**src/rtl/fixed_point_pkg.sv**
```systemverilog
// Shared types and elaboration-time helpers for the fixed-point datapath blocks.
package fixed_point_pkg;

    typedef enum logic {
        ROUND_TRUNC   = 1'b0,
        ROUND_HALF_UP = 1'b1
    } round_mode_e;

    function automatic int max_int(input int x, input int y);
        return (x > y) ? x : y;
    endfunction

    function automatic int min_int(input int x, input int y);
        return (x < y) ? x : y;
    endfunction

    function automatic int diff_int(input int x, input int y);
        return x - y;
    endfunction

    // A full signed product needs the sum of both word widths and both fraction widths.
    function automatic int prod_width(input int a_word, input int b_word);
        return a_word + b_word;
    endfunction

    function automatic int prod_frac(input int a_frac, input int b_frac);
        return a_frac + b_frac;
    endfunction

endpackage

```
**src/rtl/fixed_point_round_sat.sv**
```systemverilog
// Combinational re-quantiser: aligns a signed fixed-point word to a new Q-format,
// optionally rounding half-up, then saturates or wraps into the output word.
module fixed_point_round_sat
    import fixed_point_pkg::*;
#(
    parameter int          IN_W       = 18,
    parameter int          IN_FRAC    = 16,
    parameter int          OUT_W      = 10,
    parameter int          OUT_FRAC   = 8,
    parameter round_mode_e ROUND_MODE = ROUND_HALF_UP,
    parameter bit          SATURATE   = 1'b1
) (
    input  logic signed [IN_W-1:0]  din,
    output logic signed [OUT_W-1:0] dout,
    output logic                    ovf
);

    localparam int D       = diff_int(IN_FRAC, OUT_FRAC);
    localparam int SHL     = -min_int(D, 0);
    // One guard bit absorbs the rounding carry; left shifts widen by the shift amount.
    localparam int ALIGN_W = IN_W + 1 + SHL;
    localparam int CMP_W   = max_int(ALIGN_W, OUT_W + 1);

    localparam logic signed [CMP_W-1:0] C_MAX = {{(CMP_W - OUT_W + 1){1'b0}}, {(OUT_W - 1){1'b1}}};
    localparam logic signed [CMP_W-1:0] C_MIN = {{(CMP_W - OUT_W + 1){1'b1}}, {(OUT_W - 1){1'b0}}};

    logic signed [ALIGN_W-1:0] ext;
    logic signed [ALIGN_W-1:0] aligned;
    logic signed [CMP_W-1:0]   wide;

    assign ext = ALIGN_W'(din);

    if (D > 0) begin : g_shr
        localparam logic signed [ALIGN_W-1:0] HALF =
            (ROUND_MODE == ROUND_HALF_UP) ? (ALIGN_W'(1) << (D - 1)) : '0;
        assign aligned = (ext + HALF) >>> D;
    end else begin : g_shl
        assign aligned = ext <<< SHL;
    end

    assign wide = CMP_W'(aligned);

    always_comb begin
        dout = wide[OUT_W-1:0];
        ovf  = 1'b0;
        if (wide > C_MAX) begin
            ovf = 1'b1;
            if (SATURATE) dout = C_MAX[OUT_W-1:0];
        end else if (wide < C_MIN) begin
            ovf = 1'b1;
            if (SATURATE) dout = C_MIN[OUT_W-1:0];
        end
    end

endmodule

```
**src/rtl/fixed_point_multiplier_pipe.sv**
```systemverilog
// Three-stage valid/ready signed fixed-point multiplier: operand register, full
// product register, then rounded/saturated result register with sticky overflow.
module fixed_point_multiplier_pipe
    import fixed_point_pkg::*;
#(
    parameter int A_FRAC_LEN = 8,
    parameter int A_WORD_LEN = 9,
    parameter int B_FRAC_LEN = 8,
    parameter int B_WORD_LEN = 9,
    parameter int C_FRAC_LEN = 8,
    parameter int C_WORD_LEN = 10,
    parameter int ROUND_MODE = 1,
    parameter int SATURATE   = 1
) (
    input  logic                         clk,
    input  logic                         rst,
    input  logic                         in_valid,
    output logic                         in_ready,
    input  logic signed [A_WORD_LEN-1:0] a,
    input  logic signed [B_WORD_LEN-1:0] b,
    output logic                         out_valid,
    input  logic                         out_ready,
    output logic signed [C_WORD_LEN-1:0] c,
    output logic                         ovf,
    output logic                         ovf_sticky,
    input  logic                         clr
);

    localparam int P_W    = prod_width(A_WORD_LEN, B_WORD_LEN);
    localparam int P_FRAC = prod_frac(A_FRAC_LEN, B_FRAC_LEN);

    logic                         s1_valid_q, s1_valid_d;
    logic signed [A_WORD_LEN-1:0] a_q, a_d;
    logic signed [B_WORD_LEN-1:0] b_q, b_d;
    logic                         s2_valid_q, s2_valid_d;
    logic signed [P_W-1:0]        prod_q, prod_d;
    logic                         s3_valid_q, s3_valid_d;
    logic signed [C_WORD_LEN-1:0] c_q, c_d;
    logic                         ovf_q, ovf_d;
    logic                         ovf_sticky_q, ovf_sticky_d;

    logic                         s1_load, s2_load, s3_load;
    logic signed [C_WORD_LEN-1:0] rs_c;
    logic                         rs_ovf;

    // A stage may load whenever it is empty or its contents move on this cycle.
    assign s3_load  = !s3_valid_q || out_ready;
    assign s2_load  = !s2_valid_q || s3_load;
    assign s1_load  = !s1_valid_q || s2_load;
    assign in_ready = s1_load;

    fixed_point_round_sat #(
        .IN_W       (P_W),
        .IN_FRAC    (P_FRAC),
        .OUT_W      (C_WORD_LEN),
        .OUT_FRAC   (C_FRAC_LEN),
        .ROUND_MODE ((ROUND_MODE != 0) ? ROUND_HALF_UP : ROUND_TRUNC),
        .SATURATE   (SATURATE != 0)
    ) u_round_sat (
        .din  (prod_q),
        .dout (rs_c),
        .ovf  (rs_ovf)
    );

    always_comb begin
        // NOTE: every signal gets a hold default first so no path leaves it unassigned (no latch).
        s1_valid_d   = s1_valid_q;
        a_d          = a_q;
        b_d          = b_q;
        s2_valid_d   = s2_valid_q;
        prod_d       = prod_q;
        s3_valid_d   = s3_valid_q;
        c_d          = c_q;
        ovf_d        = ovf_q;
        ovf_sticky_d = ovf_sticky_q;

        if (s1_load) begin
            s1_valid_d = in_valid;
            if (in_valid) begin
                a_d = a;
                b_d = b;
            end
        end
        if (s2_load) begin
            s2_valid_d = s1_valid_q;
            if (s1_valid_q) prod_d = P_W'(a_q) * P_W'(b_q);
        end
        if (s3_load) begin
            s3_valid_d = s2_valid_q;
            if (s2_valid_q) begin
                c_d   = rs_c;
                ovf_d = rs_ovf;
            end
        end

        // An overflow leaving the block in the same cycle as clr must still be recorded.
        if (clr) ovf_sticky_d = 1'b0;
        if (s3_valid_q && out_ready && ovf_q) ovf_sticky_d = 1'b1;
    end

    always_ff @(posedge clk) begin
        // NOTE: non-blocking assignments so every flop samples pre-edge values.
        if (rst) begin
            s1_valid_q   <= 1'b0;
            a_q          <= '0;
            b_q          <= '0;
            s2_valid_q   <= 1'b0;
            prod_q       <= '0;
            s3_valid_q   <= 1'b0;
            c_q          <= '0;
            ovf_q        <= 1'b0;
            ovf_sticky_q <= 1'b0;
        end else begin
            s1_valid_q   <= s1_valid_d;
            a_q          <= a_d;
            b_q          <= b_d;
            s2_valid_q   <= s2_valid_d;
            prod_q       <= prod_d;
            s3_valid_q   <= s3_valid_d;
            c_q          <= c_d;
            ovf_q        <= ovf_d;
            ovf_sticky_q <= ovf_sticky_d;
        end
    end

    assign out_valid  = s3_valid_q;
    assign c          = c_q;
    assign ovf        = ovf_q;
    assign ovf_sticky = ovf_sticky_q;

endmodule

```
**config.mk**
```make
export PLATFORM = sky130hd
export DESIGN_NAME = fixed_point_multiplier_pipe
export DESIGN_NICKNAME = d
export VERILOG_FILES = /design/src/rtl/fixed_point_pkg.sv /design/src/rtl/fixed_point_round_sat.sv /design/src/rtl/fixed_point_multiplier_pipe.sv
export SDC_FILE = /design/constraint.sdc
export NUM_CORES = 1
export LEC_CHECK = 0
export BUFFER_PORTS_ARGS = -buffer_cell sky130_fd_sc_hd__buf_4
export CAP_MARGIN = 15
export CORE_UTILIZATION = 58
export CTS_CLUSTER_DIAMETER = 50
export DETAILED_ROUTE_END_ITERATION = 10
export GPL_TIMING_DRIVEN = 0
export PLACE_DENSITY = 0.74
export SLEW_MARGIN = 10
export SYNTH_ARGS = -nofsm -noshare
export SYNTH_HDL_FRONTEND = slang
export SYNTH_SLANG_ARGS = --single-unit
export TNS_END_PERCENT = 10
```
**constraint.sdc**
```tcl
create_clock -name clk -period 15.65 [get_ports clk]
set_clock_uncertainty 0.2 [all_clocks]
set_input_delay 2.3475 -clock clk [delete_from_list [all_inputs] [get_ports clk]]
set_output_delay 2.3475 -clock clk [all_outputs]
set_load 0.05 [all_outputs]
```
Word-level counts from Yosys, hierarchy flattened
Cells that the tools add are included.

Output and inout bits: 14. Bits in registers: 51.

Multiply operators: 1. Muxes and demuxes: 6. Reduce and logical (&&, ||, !) cells: 12. Magnitude comparators: 2. $add $sub $neg: 1.

Operators with widths (number): $mux 10 (2); $add 18x9->19 const B (1); $mul 9x9->18 (1); $gt 11x10->1 const B (1); $lt 11x10->1 const B (1); $reduce_and 2->1 (3); $mux 1 (4); $logic_not 1->1 (3); $logic_or 1x1->1 (3); $logic_and 1x1->1 (2); $reduce_bool 2->1 (1).

Logic depth before layout (Yosys ltp)
Gate-level depths: netlist of run 1.

Word-level depth: 5. Mapped depth: 19. Depth with buffers taken out: 18.

Hierarchy
From an unflattened synthesis of run 1, not the netlist that was laid out.

Cell total of the unflattened synthesis: 599. Area total of the unflattened synthesis: 5165.0 sq um.

Modules (own cells, without submodules): fixed_point_multiplier_pipe (times used 1, area an instance 4807.1 sq um, cells an instance 543); fixed_point_round_sat (times used 1, area an instance 357.8 sq um, cells an instance 56).

Least setup slack after synthesis of run 1
No wires, ideal clock.

Kind: input -> output. Start: input port out_ready. End: output port in_ready. Stages on the path: 3. Data arrival time: 3.091 ns. Path slack: 10.012 ns. Data required time: 13.103 ns. Cell sequence: nor2b_1 > clkbuf_1 > nand3_1.

Word-level cells in the longest chain between the ends: 3.

Ends and longest elaborated chain: start, declared (RTL line fixed_point_multiplier_pipe.sv:22) `input logic out_ready,`; $logic_or 1x1->1 (RTL line fixed_point_multiplier_pipe.sv:47) `assign s3_load = !s3_valid_q || out_ready;`; $logic_or 1x1->1 (RTL line fixed_point_multiplier_pipe.sv:48) `assign s2_load = !s2_valid_q || s3_load;`; $logic_or 1x1->1 (RTL line fixed_point_multiplier_pipe.sv:49) `assign s1_load = !s1_valid_q || s2_load;`; end, declared (RTL line fixed_point_multiplier_pipe.sv:18) `output logic in_ready,`.

Every way passes these cells.

Worst setup path after layout of run 1
Start: register a_q[8]. End: register prod_q[17].

Word-level cells in the longest chain between the ends: 1.

Ends and longest elaborated chain: start, declared (RTL line fixed_point_multiplier_pipe.sv:33) `logic signed [A_WORD_LEN-1:0] a_q, a_d;`; start signal, assigned (RTL line fixed_point_multiplier_pipe.sv:105) `a_q <= '0;`; start signal, assigned (RTL line fixed_point_multiplier_pipe.sv:115) `a_q <= a_d;`; $mul 9x9->18 (RTL line fixed_point_multiplier_pipe.sv:86) `if (s1_valid_q) prod_d = P_W'(a_q) * P_W'(b_q);`; end signal, assigned (RTL line fixed_point_multiplier_pipe.sv:118) `prod_q <= prod_d;`; end, declared (RTL line fixed_point_multiplier_pipe.sv:36) `logic signed [P_W-1:0] prod_q, prod_d;`.

Every way passes these cells. A chain may end at the register's enable or synchronous reset.

==> results.md, run 1 <==
- Outcome: complete, no violations
- Clock share of power: 27.9%
- Reg2reg start: a_q[8]
- Site Rows: 32
- Sequential-to-total area share from yosys stat: 19.0%
- Final setup violation count: 0
- Slowest cell on the critical path: fa_1
- Post-CTS Repair Setup Buffers: 0
- Routed wire per std cell: 15.1 µm
- DRT iter0 DRCs: 179
- Vias in the first global route: 3903
- Initial antenna violation count: 0
- Initial core utilization: 60.1%
- CTS hold repair buffers: 0
- Pleak: 2.48 nW
- Routed WL: 10.4 mm
- Sequential share of power: 42.0%
- Hold Path End: c[8]
- Sw frac: 32.2%
- # DRC: 0
- Area contributors post-synth: fa_1 (30%), dfxtp_1 (19%), ha_1 (9.2%)
- Switch Pwr: 0.0943 mW
- Post-synth EDFFs: 0
- CP Class: register to register
- Hold_ws: 0.259 ns
- Hold Path Class: register to register
- Worst Path Required: 15.66 ns
- Yosys warns: 0
- Layout cell share with drive strength beyond 1: 7.99%
- Layout area overhead: 10.7%
- Setup_tns: 0 ns
- Count of different cell masters after synthesis: 37
- DRT antenna net count: 0
- PostCTS Resize Cnt: 0
- Post-synthesis cell area: 4640 µm²
- CP peak stage delay: 0.56 ns
- Comb pwr share: 30.2%
- Mapped Avg Cell Area: 8.50 µm²
- Max FO, Critical Path: 10
- Core ar.: 7730 µm²
- Vias after detailed routing: 3769
- Hold Vio Cnt, Final: 0
- Ys flop type: dfxtp_1
- Grt ovf: 0
- Syn_nets: 672
- Least-Margin Pin Slew: 0.633 ns
- Crit end category: register
- Hold Crit Start: c[8]
- Async SR Flop Fraction: 0%
- Synth Register Bits: 44
- Internal power: 0.199 mW
- Slew headroom: 57.6%
- Total power: 0.293 mW
- Depth of the worst hold-timing path: 2
- Num CTS Buffers: 5
- Final min period: 5.86 ns
- Tot GR Track Use: 27.7%
- CTS tree: built
- R2R Path End: prod_q[17]
- MaxCap Viol Count: 0
- H-tree depth: 2
- Max frequency: 171 MHz
- Setup crit start: a_q[8]
- Worst VDD drop: 0.0581 mV
- Die H: 91.5 µm
- First-pass GRT wire length: 18.3 mm
- Clk slew on worst S/H paths: 0.08 ns
- WP data arrival: 5.87 ns
- Clk_lat worst skew: 0.29 ns
- FF-to-FF setup slack: 9.79 ns
- Cell taking the most area after synthesis: fa_1
- Pins Over Slew Limit: 0
- Final Util: 66.5%
- Crit-path most repeated cell: fa_1
- Crit path cell chain: clkbuf_1 > nand2_1 > inv_1 > fa_1 > fa_1 > inv_1 > fa_1 > fa_1 > inv_1 > fa_1 > ha_1 > and4_1 > nand4_1 > a31oi_1 > a311oi_1 > nand3b_1 > o311a_2 > a311oi_2
- Port Buffers: 36
- Die Span X: 91.5 µm
- CTS root buf: clkbuf_8
- # diodes: 0
- Drt first pass iters: 5
- Nets: 715
- Vias per inst: 5.46
- DPL Wire Length: 8.26 mm
- Clock tree buffer depth: 2
- Ports: 37
- Fin crit share: 37.4%
- GPL Wtd Cong: 0.842
- Pwr dens: 57.0 nW/µm²
- CTS sink count: 44
- Worst Setup Start Kind: register
- Reg2Reg Depth: 18
- Largest net degree at the start of global routing: 13
- Share of the synthesized area in the top cell type: 29.7%
- Die area: 8370 µm²
- Cells after synthesis: 546
- Unrepaired setup endpoints after global routing: false
-- worst max path at each step --
stage | endpoint | slack, ns
finish | prod_q[17] | 9.79
global route | prod_q[14] | 9.53
CTS | prod_q[17] | 9.83
detailed placement | prod_q[17] | 9.87
global placement | in_ready | 9.94
floorplan | in_ready | 10.01
-- power by group through the flow --
stage | Clock, mW | Sequential [mW] | Combinational [mW]
floorplan | 0 | 0.126 | 0.0612
CTS | 0.0828 | 0.123 | 0.0887
finish | 0.0817 | 0.123 | 0.0885
global route | 0.0868 | 0.124 | 0.100
global placement | 0 | 0.125 | 0.0850
detailed placement | 0 | 0.125 | 0.0879
-- state kept, by name (all words and copies together) (netlist names) --
signal,flops
b_q,9
c,10
out_valid,1
a_q,9
ovf,1
ovf_sticky,1
prod_q,11
s2_valid_q,1
s1_valid_q,1
-- cells in the mapped netlist (10+ instances only) --
master and n:
nand2_1 108, inv_1 80, and2_1 32, fa_1 69
clkbuf_1 27, xnor2_1 17, dfxtp_1 44, ha_1 34
a31oi_1 10, a21oi_1 36, nor2_1 21, nand3_1 13
-- final cells by class --
cell class,instances,area [µm²]
multi-input combinational,394,3360
sequential,44,881
fill,661,2590
tap,102,128
timing repair buffer,36,270
clock buffer,5,68.8
buffer,28,106
clock inverter,1,30.0
inverter,80,300
-- cells by family after synthesis --
kind of cell             count (synthesis)  synth area share (%)
AO/OA/AOI/OAI                           63                  8.16
flip-flops                              44                  19.0
multiplexers                             2                 0.431
buffers and inverters                  108                  8.76
XOR/XNOR                                22                  4.15
adder cells (fa/ha/maj)                103                  38.9
AND/OR/NAND/NOR                        204                  20.6
-- layer usage --
metal | track usage (%) | vias to the layer above | routed length [µm] | share of wire (%)
met5 | 0 | - | 0 | 0
met4 | 7.54 | 0 | 208 | 2.0
met3 | 2.51 | 22 | 312 | 3.0
met2 | 49.3 | 86 | 5410 | 52
met1 | 35.8 | 1869 | 4490 | 43
li1 | - | 1792 | - | -
-- metrics by stage --
step	setup slack, ns	area [µm²]	std cells
floorplan	10.01	4640	546
global placement	9.94	5040	684
finish	9.79	5140	690
detailed placement	9.87	5040	684
CTS	9.83	5140	690
global route	9.53	5140	690
-- cell usage in the layout, fill, tap and decap left out, types with 10 or more instances in the layout --
cell,count
ha_1,34
inv_1,80
nand3_1,13
buf_4,36
a21oi_1,36
clkbuf_1,27
fa_1,69
and2_1,32
nor2_1,21
xnor2_1,17
dfxtp_1,44
a31oi_1,10
nand2_1,108
-- worst max-delay path, delay by kind of cell (launching register included) --
kind | cells | cell delay [ns]
DFF | 1 | 0.31
buffers and inverters | 4 | 0.63
and+or+nand+nor | 4 | 0.74
AOI/OAI and AO/OA | 4 | 1.08
adders and majority gates | 6 | 2.81
(Power assumes the default switching activity.)
==> run 2: changes to the inputs <==
clock period = 5.85 ns   (was 15.65 ns; I/O delays follow)
==> run 2 against run 1 <==
Compared with the run above: sequential cell count unchanged; worst setup slack got worse by 9.5 ns; sequential power increased to 2.8 times the previous value; sequential share of layout area increased by 0.15 points; non-clock buffer count decreased by 12; combinational power increased by 150%; worst hold slack got worse by 0.0015 ns; register-to-register slack got worse by 9.5 ns; count of clock-buffer cells in the layout unchanged; first-iteration DRC count decreased by 11%; die area unchanged; maximum frequency increased by 6.2%; highest routed layer unchanged.
==> results.md, run 2 (same netlist as run 1, synthesis figures left out) <==
- Outcome: complete, no violations
- H-tree depth: 2 (unchanged)
- Most frequent cells in the layout: nand2_1 (108), inv_1 (80), fa_1 (69), dfxtp_1 (43)
- CTS sink count: 44 (unchanged)
- Tot GR Track Use: 27.7% (unchanged)
- GPL Wtd Cong: 0.842 (unchanged)
- Crit path cell chain: and2_1 > fa_1 > inv_1 > fa_1 > fa_1 > fa_1 > inv_1 > fa_1 > ha_1 > and4_1 > nand4_1 > a31oi_2 > a311oi_1 > nand3b_1 > o311a_2 > a311oi_2
- Least-Margin Pin Slew: 0.621 ns (-0.0116 ns)
- # DRC: 0 (unchanged)
- Placed insts: 684 (unchanged)
- CTS tree: built
- Max frequency: 181 MHz (+6.2%)
- Comb pwr share: 28.1% (-2.1 points)
- Switch Pwr: 0.250 mW (+160%)
- Setup_tns: 0 ns (unchanged)
- Commonest non-fill, non-tap cell in the layout: nand2_1
- Unrepaired setup endpoints after global routing: false
- Reg2Reg Depth: 16 (-2)
- Initial antenna violation count: 0 (unchanged)
- CP Class: register to register
- Num CTS Buffers: 5 (unchanged)
- Slowest cell on the critical path: dfxtp_1
- Sequential share of power: 44.0% (+2.0 points)
- CP peak stage delay: 0.63 ns (+0.07 ns)
- WP data arrival: 5.52 ns (-0.35 ns)
- Ports: 37 (unchanged)
- Clk_lat worst skew: 0.29 ns (about the same)
- Worst Path Required: 5.86 ns (-9.80 ns)
- Pins Over Slew Limit: 0 (unchanged)
- Vias in the first global route: 3903 (unchanged)
- Largest register FFs: 11 (unchanged)
- Worst VDD drop: 0.155 mV (+170%)
- Layout cell share with drive strength beyond 1: 8.51% (+0.51 points)
- Die Span X: 91.5 µm (unchanged)
- Clock share of power: 27.9% (about the same)
- Final setup violation count: 0 (unchanged)
- DPL Wire Length: 8.26 mm (unchanged)
- Vias after detailed routing: 3650 (-3.2%)
- Site Rows: 32 (unchanged)
- Nets: 703 (-1.7%)
- Largest net degree at the start of global routing: 13 (unchanged)
- Setup crit start: b_q[4]
- Post-Layout Cell Count: 678 (-1.7%)
- Max FO, Critical Path: 10 (unchanged)
- Pwr dens: 153 nW/µm² (+170%)
- Initial core utilization: 60.1% (unchanged)
- DRT antenna net count: 0 (unchanged)
- DRT iter0 DRCs: 160 (-11%)
- Hold Vio Cnt, Final: 0 (unchanged)
- MaxCap Viol Count: 0 (unchanged)
- Vias per inst: 5.38 (-1.4%)
- R2R Path End: prod_q[17]
- Final Util: 66.0% (-0.49 points)
- Hold Crit Start: c[8]
- Die H: 91.5 µm (unchanged)
- Layout area overhead: 9.89%
- Crit end category: register
- Worst Setup Start Kind: register
- Reg2reg start: b_q[4]
- Port Buffers: 36 (unchanged)
- Grt ovf: 0 (unchanged)
- Fin crit share: 94.3% (+57 points)
- FF-to-FF setup slack: 0.33 ns (-9.46 ns)
- Final instance area: 5100 µm² (-0.73%)
- Post-DP Area: 5040 µm² (unchanged)
- # diodes: 0 (unchanged)
- Pleak: 2.46 nW (-0.56%)
- Critical Path End: prod_q[17]
- Crit-path most repeated cell: fa_1
- Hold Path Class: register to register
- Post-CTS Repair Setup Buffers: 0 (unchanged)
- Clk slew on worst S/H paths: 0.08 ns (about the same)
- CTS root buf: clkbuf_8
- Clock tree buffer depth: 2 (unchanged)
- Biggest register: prod_q
- Internal power: 0.530 mW (+170%)
- Routed wire per std cell: 15.2 µm (+0.74%)
- Sw frac: 32.0% (-0.15 points)
- First-pass GRT wire length: 18.3 mm (unchanged)
- Slew headroom: 58.4% (+0.78 points)
- Final min period: 5.52 ns (-0.342 ns)
- Routed WL: 10.3 mm (-1.0%)
- Core ar.: 7730 µm² (unchanged)
- Die area: 8370 µm² (unchanged)
- Drt first pass iters: 4 (-1)
==> run 2: cell types whose count changed in the layout (fill, tap and decap cells not counted) <==
| cell | delta |
|---|---|
| a31oi_1 | -1 |
| dfxtp_1 | -1 |
| a31oi_2 | +1 |
| dfxtp_2 | +1 |
| clkbuf_1 | -12 |
==> run 2: metal layers <==
metal	part of all wire, %	GRT usage (%)	vias up
met2	51	49.3	83
met3	4.3	2.51	14
li1	-	-	1772
met4	1.6	7.54	0
met1	43	35.8	1781
met5	0	0	-
==> run 2: area by class of cell <==
class	instances	area, µm²
Clock buffer	5	68.8
Clock inverter	1	30.0
Inverter	80	300
Tap cell	102	128
Multi-Input combinational cell	394	3360
Timing Repair Buffer	36	270
Sequential cell	44	882
Buffer	16	61.3
Fill cell	668	2630
==> run 2: worst min-delay path by stage <==
stage,end,slack [ns],depth (start not counted)
2_1_floorplan,prod_q[16],0.25,2
3_3_place_gp,c[8],0.25,2
3_5_place_dp,c[8],0.26,2
4_1_cts,c[8],0.27,2
5_1_grt,c[8],0.29,2
6_report,c[8],0.26,2
==> run 2: through the flow <==
step	power, mW	hold WS, ns	setup slack, ns
finish	0.780	0.258	0.334
global route	0.829	0.286	0.0524
CTS	0.788	0.268	0.0328
detailed placement	0.571	0.258	0.0691
global placement	0.562	0.246	0.147
floorplan	0.500	0.245	0.763
==> run 2: critical path: cells and delay by family, from the launching register on <==
family / cells / cell delay [ns]
AO/OA/AOI/OAI: 4 / 0.93
buffers and inverters: 2 / 0.13
flip-flops: 1 / 0.63
adder cells (fa/ha/maj): 6 / 2.75
AND/OR/NAND/NOR: 4 / 0.78
==> run 2: timing repair <==
| action | 4_1_cts | 5_1_grt |
|---|---|---|
| hold buffers | 0 | 0 |
| endpoints found under the setup margin | 0 | 5 |
| resized for setup | 0 | 2 |
==> run 2: power groups by stage <==
stage	combinational (mW)	sequential, mW	clock [mW]
CTS	0.237	0.329	0.221
floorplan	0.164	0.337	0
detailed placement	0.235	0.335	0
global route	0.250	0.347	0.232
global placement	0.227	0.335	0
finish	0.219	0.343	0.217
